$ cat src/rtl/fft_sdf_stage_ctrl.sv
// Sequencer for one radix-2 SDF FFT stage: beat counting, delay-line/butterfly strobes, twiddle addressing, drain.
// Zero-cycle latency from accepted beat to strobes; in_ready drops for the DELAY-cycle self-timed drain.
module fft_sdf_stage_ctrl #(
  parameter int DELAY       = 16,
  parameter int FRAME_BEATS = 32,
  parameter int TW_W        = $clog2(DELAY)
) (
  input  logic            clk,
  input  logic            rstn,
  input  logic            flush,
  input  logic            in_valid,
  output logic            in_ready,
  output logic            sr_shift_en,
  output logic            bfly_en,
  output logic            out_sel_diff,
  output logic            tw_valid,
  output logic [TW_W-1:0] tw_addr,
  output logic            out_valid,
  output logic            frame_start,
  output logic            frame_done,
  output logic            ovf_err
);

  localparam int BW = $clog2(FRAME_BEATS);
  localparam int PB = $clog2(DELAY);

  typedef enum logic [1:0] {IDLE, RUN, DRAIN} state_t;

  state_t          fsm_q, fsm_d;
  logic [BW-1:0]   beat_cnt_q, beat_cnt_d;
  logic [TW_W-1:0] drain_cnt_q, drain_cnt_d;
  logic            primed_q, primed_d;
  logic            ovf_err_q, ovf_err_d;
  logic            phase;

  assign phase = beat_cnt_q[PB];

  always_ff @(posedge clk or negedge rstn) begin
    if (!rstn) begin
      fsm_q       <= IDLE;
      beat_cnt_q  <= '0;
      drain_cnt_q <= '0;
      primed_q    <= 1'b0;
      ovf_err_q   <= 1'b0;
    end else begin
      fsm_q       <= fsm_d;
      beat_cnt_q  <= beat_cnt_d;
      drain_cnt_q <= drain_cnt_d;
      primed_q    <= primed_d;
      ovf_err_q   <= ovf_err_d;
    end
  end

  always_comb begin
    fsm_d        = fsm_q;
    beat_cnt_d   = beat_cnt_q;
    drain_cnt_d  = drain_cnt_q;
    primed_d     = primed_q;
    ovf_err_d    = ovf_err_q;
    in_ready     = 1'b0;
    sr_shift_en  = 1'b0;
    bfly_en      = 1'b0;
    out_sel_diff = 1'b0;
    tw_valid     = 1'b0;
    tw_addr      = '0;
    out_valid    = 1'b0;
    frame_start  = 1'b0;
    frame_done   = 1'b0;
    ovf_err      = 1'b0;

    if (flush) begin
      fsm_d       = IDLE;
      beat_cnt_d  = '0;
      drain_cnt_d = '0;
      primed_d    = 1'b0;
      ovf_err_d   = 1'b0;
    end else begin
      ovf_err = ovf_err_q;
      case (fsm_q)
        IDLE, RUN: begin
          in_ready = 1'b1;
          if (in_valid) begin
            sr_shift_en  = 1'b1;
            bfly_en      = phase;
            out_sel_diff = ~phase;
            out_valid    = phase | primed_q;
            tw_valid     = ~phase & primed_q;
            tw_addr      = beat_cnt_q[TW_W-1:0];
            frame_start  = (fsm_q == IDLE);
            primed_d     = primed_q | phase;
            if (beat_cnt_q == BW'(FRAME_BEATS - 1)) begin
              fsm_d       = DRAIN;
              drain_cnt_d = '0;
            end else begin
              fsm_d      = RUN;
              beat_cnt_d = beat_cnt_q + BW'(1);
            end
          end
        end
        DRAIN: begin
          // Self-timed: stored differences leave one per cycle whatever in_valid does.
          sr_shift_en  = 1'b1;
          out_sel_diff = 1'b1;
          out_valid    = 1'b1;
          tw_valid     = 1'b1;
          tw_addr      = drain_cnt_q;
          drain_cnt_d  = drain_cnt_q + TW_W'(1);
          if (in_valid) begin
            ovf_err   = 1'b1;
            ovf_err_d = 1'b1;
          end
          if (drain_cnt_q == TW_W'(DELAY - 1)) begin
            frame_done  = 1'b1;
            fsm_d       = IDLE;
            beat_cnt_d  = '0;
            drain_cnt_d = '0;
            primed_d    = 1'b0;
          end
        end
        default: fsm_d = IDLE;
      endcase
    end
  end

endmodule

$ cat config.mk
export PLATFORM = sky130hd
export DESIGN_NAME = fft_sdf_stage_ctrl
export DESIGN_NICKNAME = d
export VERILOG_FILES = /design/src/rtl/fft_sdf_stage_ctrl.sv
export SDC_FILE = /design/constraint.sdc
export NUM_CORES = 1
export LEC_CHECK = 0
export ABC_CLOCK_PERIOD_IN_PS = 4100
export BUFFER_PORTS_ARGS = -buffer_cell sky130_fd_sc_hd__buf_2
export CORE_MARGIN = 1.5
export CORE_UTILIZATION = 55
export CTS_BUF_LIST = sky130_fd_sc_hd__clkbuf_4 sky130_fd_sc_hd__clkbuf_8 sky130_fd_sc_hd__clkbuf_16
export DETAILED_ROUTE_END_ITERATION = 12
export PLACE_DENSITY_LB_ADDON = 0.3
export SLEW_MARGIN = 20
export SYNTH_ARGS = -nofsm -noshare
export SYNTH_HDL_FRONTEND = slang
export SYNTH_SLANG_ARGS = --single-unit
$ cat constraint.sdc
create_clock -name clk -period 4.1 [get_ports clk]
set_input_delay 0.82 -clock clk [delete_from_list [all_inputs] [get_ports clk]]
set_output_delay 0.82 -clock clk [all_outputs]
set_load 0.05 [all_outputs]
# Yosys cells after proc, flatten, opt, wreduce, memory -nomap -nowiden
# Index checks and enable logic that the tools add are counted.
[op_classes]
reduce_logical = 7
muxes = 48
eq_ne = 8
n_bitwise = 3
add_sub_neg = 2
[op_table]
columns = ["operator", "count"]
rows = [
  ["two-way mux 1 bit", 25],
  ["two-way mux 4 bit", 6],
  ["two-way mux 5 bit", 4],
  ["case mux 4 bit (2 select lines)", 2],
  ["inequality test 3 bit (second input constant)", 4],
  ["case mux 1 bit (2 select lines)", 5],
  ["case mux 5 bit (2 select lines)", 1],
  ["two-way mux 2 bit", 4],
  ["AND reduction 3 bit", 2],
  ["adder 5 x 1 -> 5 bit (second input constant)", 1],
  ["== test 5 bit (second input constant)", 1],
  ["adder 4 x 1 -> 4 bit (second input constant)", 1],
  ["== test 4 bit (second input constant)", 1],
  ["case mux 2 bit (2 select lines)", 1],
  ["AND reduction 4 bit", 1],
  ["nonzero test 3 bit", 1],
  ["== test 2 x 1 -> 1 bit (second input constant)", 1],
  ["== test 2 bit (second input constant)", 1],
  ["zero test 2 bit", 1],
  ["AND reduction 2 bit", 1],
  ["OR reduction 2 bit", 1],
  ["AND 1 bit", 1],
  ["NOT 1 bit", 1],
  ["OR 1 bit", 1],
]
[totals]
reg_bits = 13
out_inout_bits = 13
input_bits = 4

# Logic depth before layout (Yosys ltp)
# Gate-level depths: netlist of run 1.
[logic_depth]
ltp_word = 5
mapped_depth = 6

# Least setup slack after synthesis of run 1
# OpenSTA, ideal clock, no wires.
[synth_timing]
path_type = "input to output"
startpoint = "in flush"
endpoint = "out frame_done"
stages = 2
arrival_time_ps = 2168
required_ps = 3280
path_buffers = 1
setup_slack_ps = 1112
path_cell_list = "clkbuf_1 nor3b_1"
[synth_between]
elab_chain_len = 1
[synth_lines]
columns = ["item", "line_no", "rtl"]
rows = [
  ["start, declared", "10", "input logic flush,"],
  ["two-way mux 1 bit", "71", "if (flush) begin"],
  ["end, declared", "20", "output logic frame_done,"],
]
# No other way between the ends.

# Final worst setup path of run 1
[layout_timing]
startpoint = "in flush"
endpoint = "out bfly_en"
[layout_between]
elab_chain_len = 1
[layout_lines]
columns = ["item", "line_no", "rtl"]
rows = [
  ["two-way mux 1 bit", "71", ""],
  ["end, declared", "14", "output logic bfly_en,"],
]
# No other way between the ends.

==> run metrics, run 1 <==
outcome complete, no violations; normalized max-slew margin 0.746; I/O Buffers 16; clock skew 0.187 ps; Worst-path clk slew 80 ps; Post-Syn Area 800 sq um; Post-synth EDFFs 0; worst skew pair latency 290 ps; CTS tree built; GRT Total Usage 0.220; final setup TNS 0 ps; min Tclk post-route 2620 ps; Final Cell Area 913 sq um; Clock Tree Buf Depth 2; pre-CTS WS 1470 ps; maximum vdd drop 347 uV; area delta synth->final 14.2%; Synth Warn # 0; vias in the first global route between 500 and 600; most frequent cell after synthesis nor2_1; Initial Util 0.599; Final #Nets 111; Worst Slack Setup Final 1480 ps; share of the synthesized area in the top cell type 0.407; leakage 0.000490 uW; Setup crit end kind primary output; post-synth top area cell dfrtp_1; Distinct cells, synth 34; Worst EP arrival 1800 ps; core box area about 1300 sq um; drt wl/cell approximately 14 um; Final ANT Viol Nets 0; GP Congestion 0.806; CP Data Required Time between 3000 and 4000 ps; number of hold buffers added after CTS 0; Synth Flop Type dfrtp_1; Final Hold Fails 0; Syn Area/Cell 9.52 sq um; RSZ-0062 raised after global routing no; sequential element share of the synthesized area 0.407; ys async rst share 1.00; Row Count 13; Post-route DRC 0; post-CTS setup buffers 0; Post-Route WL about 1700 um; # diodes 0; max-cap violations 0; via-per-instance ratio 5.97; Clock Sinks 13; CTS buffer count 3; die area 1690 sq um; top cells by count, synth nor2_1 (14), dfrtp_1 (13), a21oi_1 (5), inv_1 (5); Die W 41.1 um; total grt overflow 0; initial antenna violation count 0; pin count of the biggest net entering global routing 14; Least-Margin Pin Slew 381 ps; Die Ht 41.1 um; Worst Setup Start Kind primary input; 1st-iter DRT viols 22; Syn Inst Count 84; H-Tree Depth 1; highest clock rate 0.381 GHz; TritonRoute pass-1 iters 4; clk root buf clkbuf_4; I/O Pins 17; setup violators final 0; Final period util 0.639; post-cts sizing count 0; cell area after placement just under 900 sq um; CP max FO 13; DP Wirelength 1220 um; first-pass GRT wire length 2340 um; Final Max Slew Viols 0; synth top area cells dfrtp_1 (41%), nor2_1 (6.6%), ha_1 (6.3%); FF+latch count, synth 13; hold crit path type in2async; layout cell share with drive strength beyond 1 0.284; Via Count 698; post-synth net total just over 90; CP Class in2out; pwr dens 382 nW/um^2
## flip-flops by register name (all words and copies together), names as in the netlist
register / count
fsm_q: 2
ovf_err_q: 1
beat_cnt_q: 5
drain_cnt_q: 4
primed_q: 1
## stage by stage
| step | util | power, uW | hold WS [ps] | instances |
|---|---|---|---|---|
| detailed placement | 0.662 | 262 | 505 | 113 |
| global route | 0.685 | 364 | 429 | 117 |
| floorplan | - | 236 | 467 | 84 |
| CTS | 0.685 | 349 | 408 | 117 |
| global placement | 0.662 | 259 | 511 | 113 |
| finish | 0.685 | 349 | 399 | 117 |
## power by group
part / total, uW / switching, uW / internal (uW)
Sequential: 171 / 25.3 / 146
Combinational: 88.2 / 56.7 / 31.4
Clock: 90.0 / 45.5 / 44.5
## kinds of logic (layout without fill, tap and decap cells)
logic type | Yosys count | count (layout) | share of synthesized area
AO/OA/AOI/OAI | 21 | 21 | 0.191
flip-flops | 13 | 13 | 0.407
AND/OR/NAND/NOR | 35 | 35 | 0.247
adder cells (fa/ha/maj) | 4 | 4 | 0.0626
buffers and inverters | 7 | 25 | 0.0423
XOR/XNOR | 1 | 1 | 0.0110
multiplexers | 3 | 3 | 0.0391
## critical path, cell delays in order
cell,delay [ps]
buf_2,180
or3b_4,440
nor2_1,90
buf_2,260
## cell type report
| class | instances | area, sq um |
|---|---|---|
| flip-flops and latches | 13 | 325 |
| fillers | 109 | 420 |
| repair buffers | 16 | 80.1 |
| clock buffers | 4 | 30.0 |
| well taps | 15 | 18.8 |
| inverters | 5 | 18.8 |
| multi-input cells | 64 | 440 |
## cell usage in the layout, fill, tap and decap left out, drive strengths merged
cell / netlist / final
nand2: 4 / 4
or3: 1 / 1
nand3: 2 / 2
a21oi: 6 / 6
nor3b: 2 / 2
xor2: 1 / 1
o21ai: 1 / 1
a22o: 2 / 2
mux2i: 2 / 2
and3: 3 / 3
a32oi: 3 / 3
or3b: 1 / 1
a41oi: 1 / 1
nor3: 2 / 2
clkbuf: 1 / 4
and2: 1 / 1
nor2: 16 / 16
dfrtp: 13 / 13
and2b: 2 / 2
a31o: 1 / 1
a22oi: 1 / 1
a221o: 1 / 1
buf: 1 / 16
ha: 4 / 4
mux2: 1 / 1
inv: 5 / 5
nand2b: 1 / 1
o21bai: 1 / 1
a31oi: 2 / 2
o21a: 2 / 2
## routing by layer
metal / GRT usage / vias up / wire length (um)
met4: 0.145 / 0 / 45
li1: - / 340 / -
met1: 0.300 / 343 / 784
met3: 0.0489 / 5 / 40
met5: 0 / - / 0
met2: 0.309 / 10 / 804
## worst paths after layout
path,startpoint,to,slack (ps),depth (start not counted)
setup / recovery,flush,bfly_en,1480,4
hold / removal,rstn,drain_cnt_q[3]$_DFFE_PN0P_,400,1
setup reg to reg,beat_cnt_q[0]$_DFFE_PN0P_,beat_cnt_q[4]$_DFFE_PN0P_,2240,6
hold reg to reg,beat_cnt_q[3]$_DFFE_PN0P_,beat_cnt_q[3]$_DFFE_PN0P_,520,1
max in group asynchronous,rstn,primed_q$_DFFE_PN0P_,3480,1
min in group clk,beat_cnt_q[3]$_DFFE_PN0P_,beat_cnt_q[3]$_DFFE_PN0P_,520,1
No activity file was read; power rests on OpenSTA's default activity.
==> run 2: changes to the inputs <==
ABC_CLOCK_PERIOD_IN_PS = 2100   (was 4100)
CORE_UTILIZATION = 47   (was 55)
clock period = 2.1 ns   (was 4.1 ns; I/O delays follow)
==> run 2 against run 1 <==
Sequential share of layout area decreased by 0.68 points. Clock power grew 91%. Global-route usage down 3.1 points. Sequential power is 94% higher. Design area up 2.3%. Count of clock-buffer cells in the layout unchanged. Clock skew up 10 ps. Critical endpoint is now out_sel_diff. Largest cell class unchanged. Highest routed layer unchanged.
==> run metrics, run 2 (synthesized netlist as in run 1, its figures left out) <==
normalized max-slew margin 0.804 (+0.0576); leakage 0.000493 uW (+0.47%); max reg flops 5 (unchanged); Worst Setup Start Kind flop; post-route insts no fill 119 (+1.7%); GP Congestion 0.902 (+12%); Initial Util 0.519 (-0.0808); most common cell after layout, fill and taps aside buf_2; CP Data Required Time 1680 ps (-1600 ps); Die Ht 44.2 um (+7.6%); core box area 1540 sq um (+16%); CTS buffer count 3 (unchanged); clock skew 10.6 ps (+10.4 ps); area delta synth->final 16.9%; setup violators final 0 (unchanged); DP Wirelength 1240 um (+1.9%); Final ANT Viol Nets 0 (unchanged); Row Count 14 (+1); leading cell types in the layout, fill and taps excluded buf_2 (15), nor2_1 (14), dfrtp_1 (12); most flop-heavy register beat_cnt_q; Worst EP arrival 1580 ps (-220 ps); pre-CTS WS 242 ps (-1220 ps); RSZ-0062 raised after global routing no; hold crit path type in2async; die area 1960 sq um (+16%); Post-Route WL 1680 um (+0.54%); Via Count 701 (+0.43%); max-cap violations 0 (unchanged); CP max FO 13 (unchanged); outcome complete, no violations; 1st-iter DRT viols 16 (-27%); fin util 0.606 (-0.0785); via-per-instance ratio 5.89 (-1.3%); clk root buf clkbuf_4; Worst-path clk slew 90 ps (about the same); CP Class reg2out; Worst Slack Setup Final 95.1 ps (-1380 ps); Final Hold Fails 0 (unchanged); Final #Nets 112 (+0.90%); Largest regs beat_cnt_q x5, drain_cnt_q x4, fsm_q x2; Sw Ratio 0.361 (-0.00406); Flop pwr share 0.488 (-0.002); first-pass GRT wire length 2760 um (+18%); final setup TNS 0 ps (unchanged); R2R cell count 6 (unchanged); drt wl/cell 14.1 um (-1.2%); Internal Power 435 uW (+96%); clock share of power 0.253 (-0.005); Post-route DRC 0 (unchanged); layout cell share with drive strength beyond 1 0.320 (+0.0361); pwr dens 728 nW/um^2 (+90%); I/O Pins 17 (unchanged); placed insts 115 (+1.8%); cell area after placement 897 sq um (+1.6%); GRT Total Usage 0.189 (-0.0311); Clock Tree Buf Depth 2 (unchanged); maximum vdd drop 586 uV (+69%); Setup crit end kind primary output; highest clock rate between 0.4 and 0.5 GHz; worst r2r src beat_cnt_q[0]$_DFFE_PN0P_; pin count of the biggest net entering global routing 14 (unchanged); I/O Buffers 16 (unchanged); initial antenna violation count 0 (unchanged); # diodes 0 (unchanged); TritonRoute pass-1 iters 5 (+1); vias in the first global route 609 (+12%); CP Launch Point fsm_q[1]$_DFFE_PN0P_; worst skew pair latency 280 ps (about the same); Die W 44.2 um (+7.6%); post-CTS setup buffers 0 (unchanged); Final Cell Area 935 sq um (+2.3%); Least-Margin Pin Slew 295 ps (-86.4 ps); CTS tree built; P_sw 246 uW (+93%); H-Tree Depth 1 (unchanged); Clock Sinks 13 (unchanged); Final Max Slew Viols 0 (unchanged); min Tclk post-route 2000 ps; total grt overflow 0 (unchanged); Final period util 0.955; FF-to-FF setup slack 240 ps (-2000 ps); Comb pwr share 0.259 (+0.007)
## run 2: power groups by stage
stage	Clock, uW	Sequential, uW	Combinational, uW
after global placement	0	334	176
final	172	332	176
after CTS	174	330	178
after global routing	186	340	198
after floorplan	0	324	137
after detailed placement	0	335	177
## run 2: final timing paths
| path | endpoint |
|---|---|
| max | out_sel_diff |
| min | fsm_q[0]$_DFFE_PN0P_ |
| max reg2reg | beat_cnt_q[1]$_DFFE_PN0P_ |
| min reg2reg | beat_cnt_q[3]$_DFFE_PN0P_ |
| max in group asynchronous | fsm_q[1]$_DFFE_PN0P_ |
| min in group clk | fsm_q[0]$_DFFE_PN0P_ |
## run 2: worst max-delay path: stages, from the launching register on
cell      delay (ps)
dfrtp_2          490
and2b_4          320
o21bai_2          90
inv_1             70
o21a_1           110
clkbuf_4         220
## run 2: cell type report
class / instances / area (sq um)
inverter: 5 / 18.8
fill: 136 / 607
multi-input combinational: 64 / 449
timing repair buffer: 17 / 90.1
tap: 16 / 20.0
clock buffer: 4 / 30.0
sequential: 13 / 327
## run 2: metrics by stage
step	hold slack, ps	total power, uW
final	7.66	680
after global routing	37.1	724
after CTS	25.5	682
after detailed placement	324	512
after global placement	320	510
after floorplan	124	461
## run 2: routing by layer
metal  GRT usage  wire, um  up-vias
met2       0.285       727       28
met3      0.0245       122        4
met1       0.282       823      329
li1            -         -      340
met4      0.0606        10        0
met5           0         0        -
## run 2: timing repair
action	in CTS	in global routing
gates resized for setup	1	2
hold buffers	0	0
setup endpoints to repair	1	1
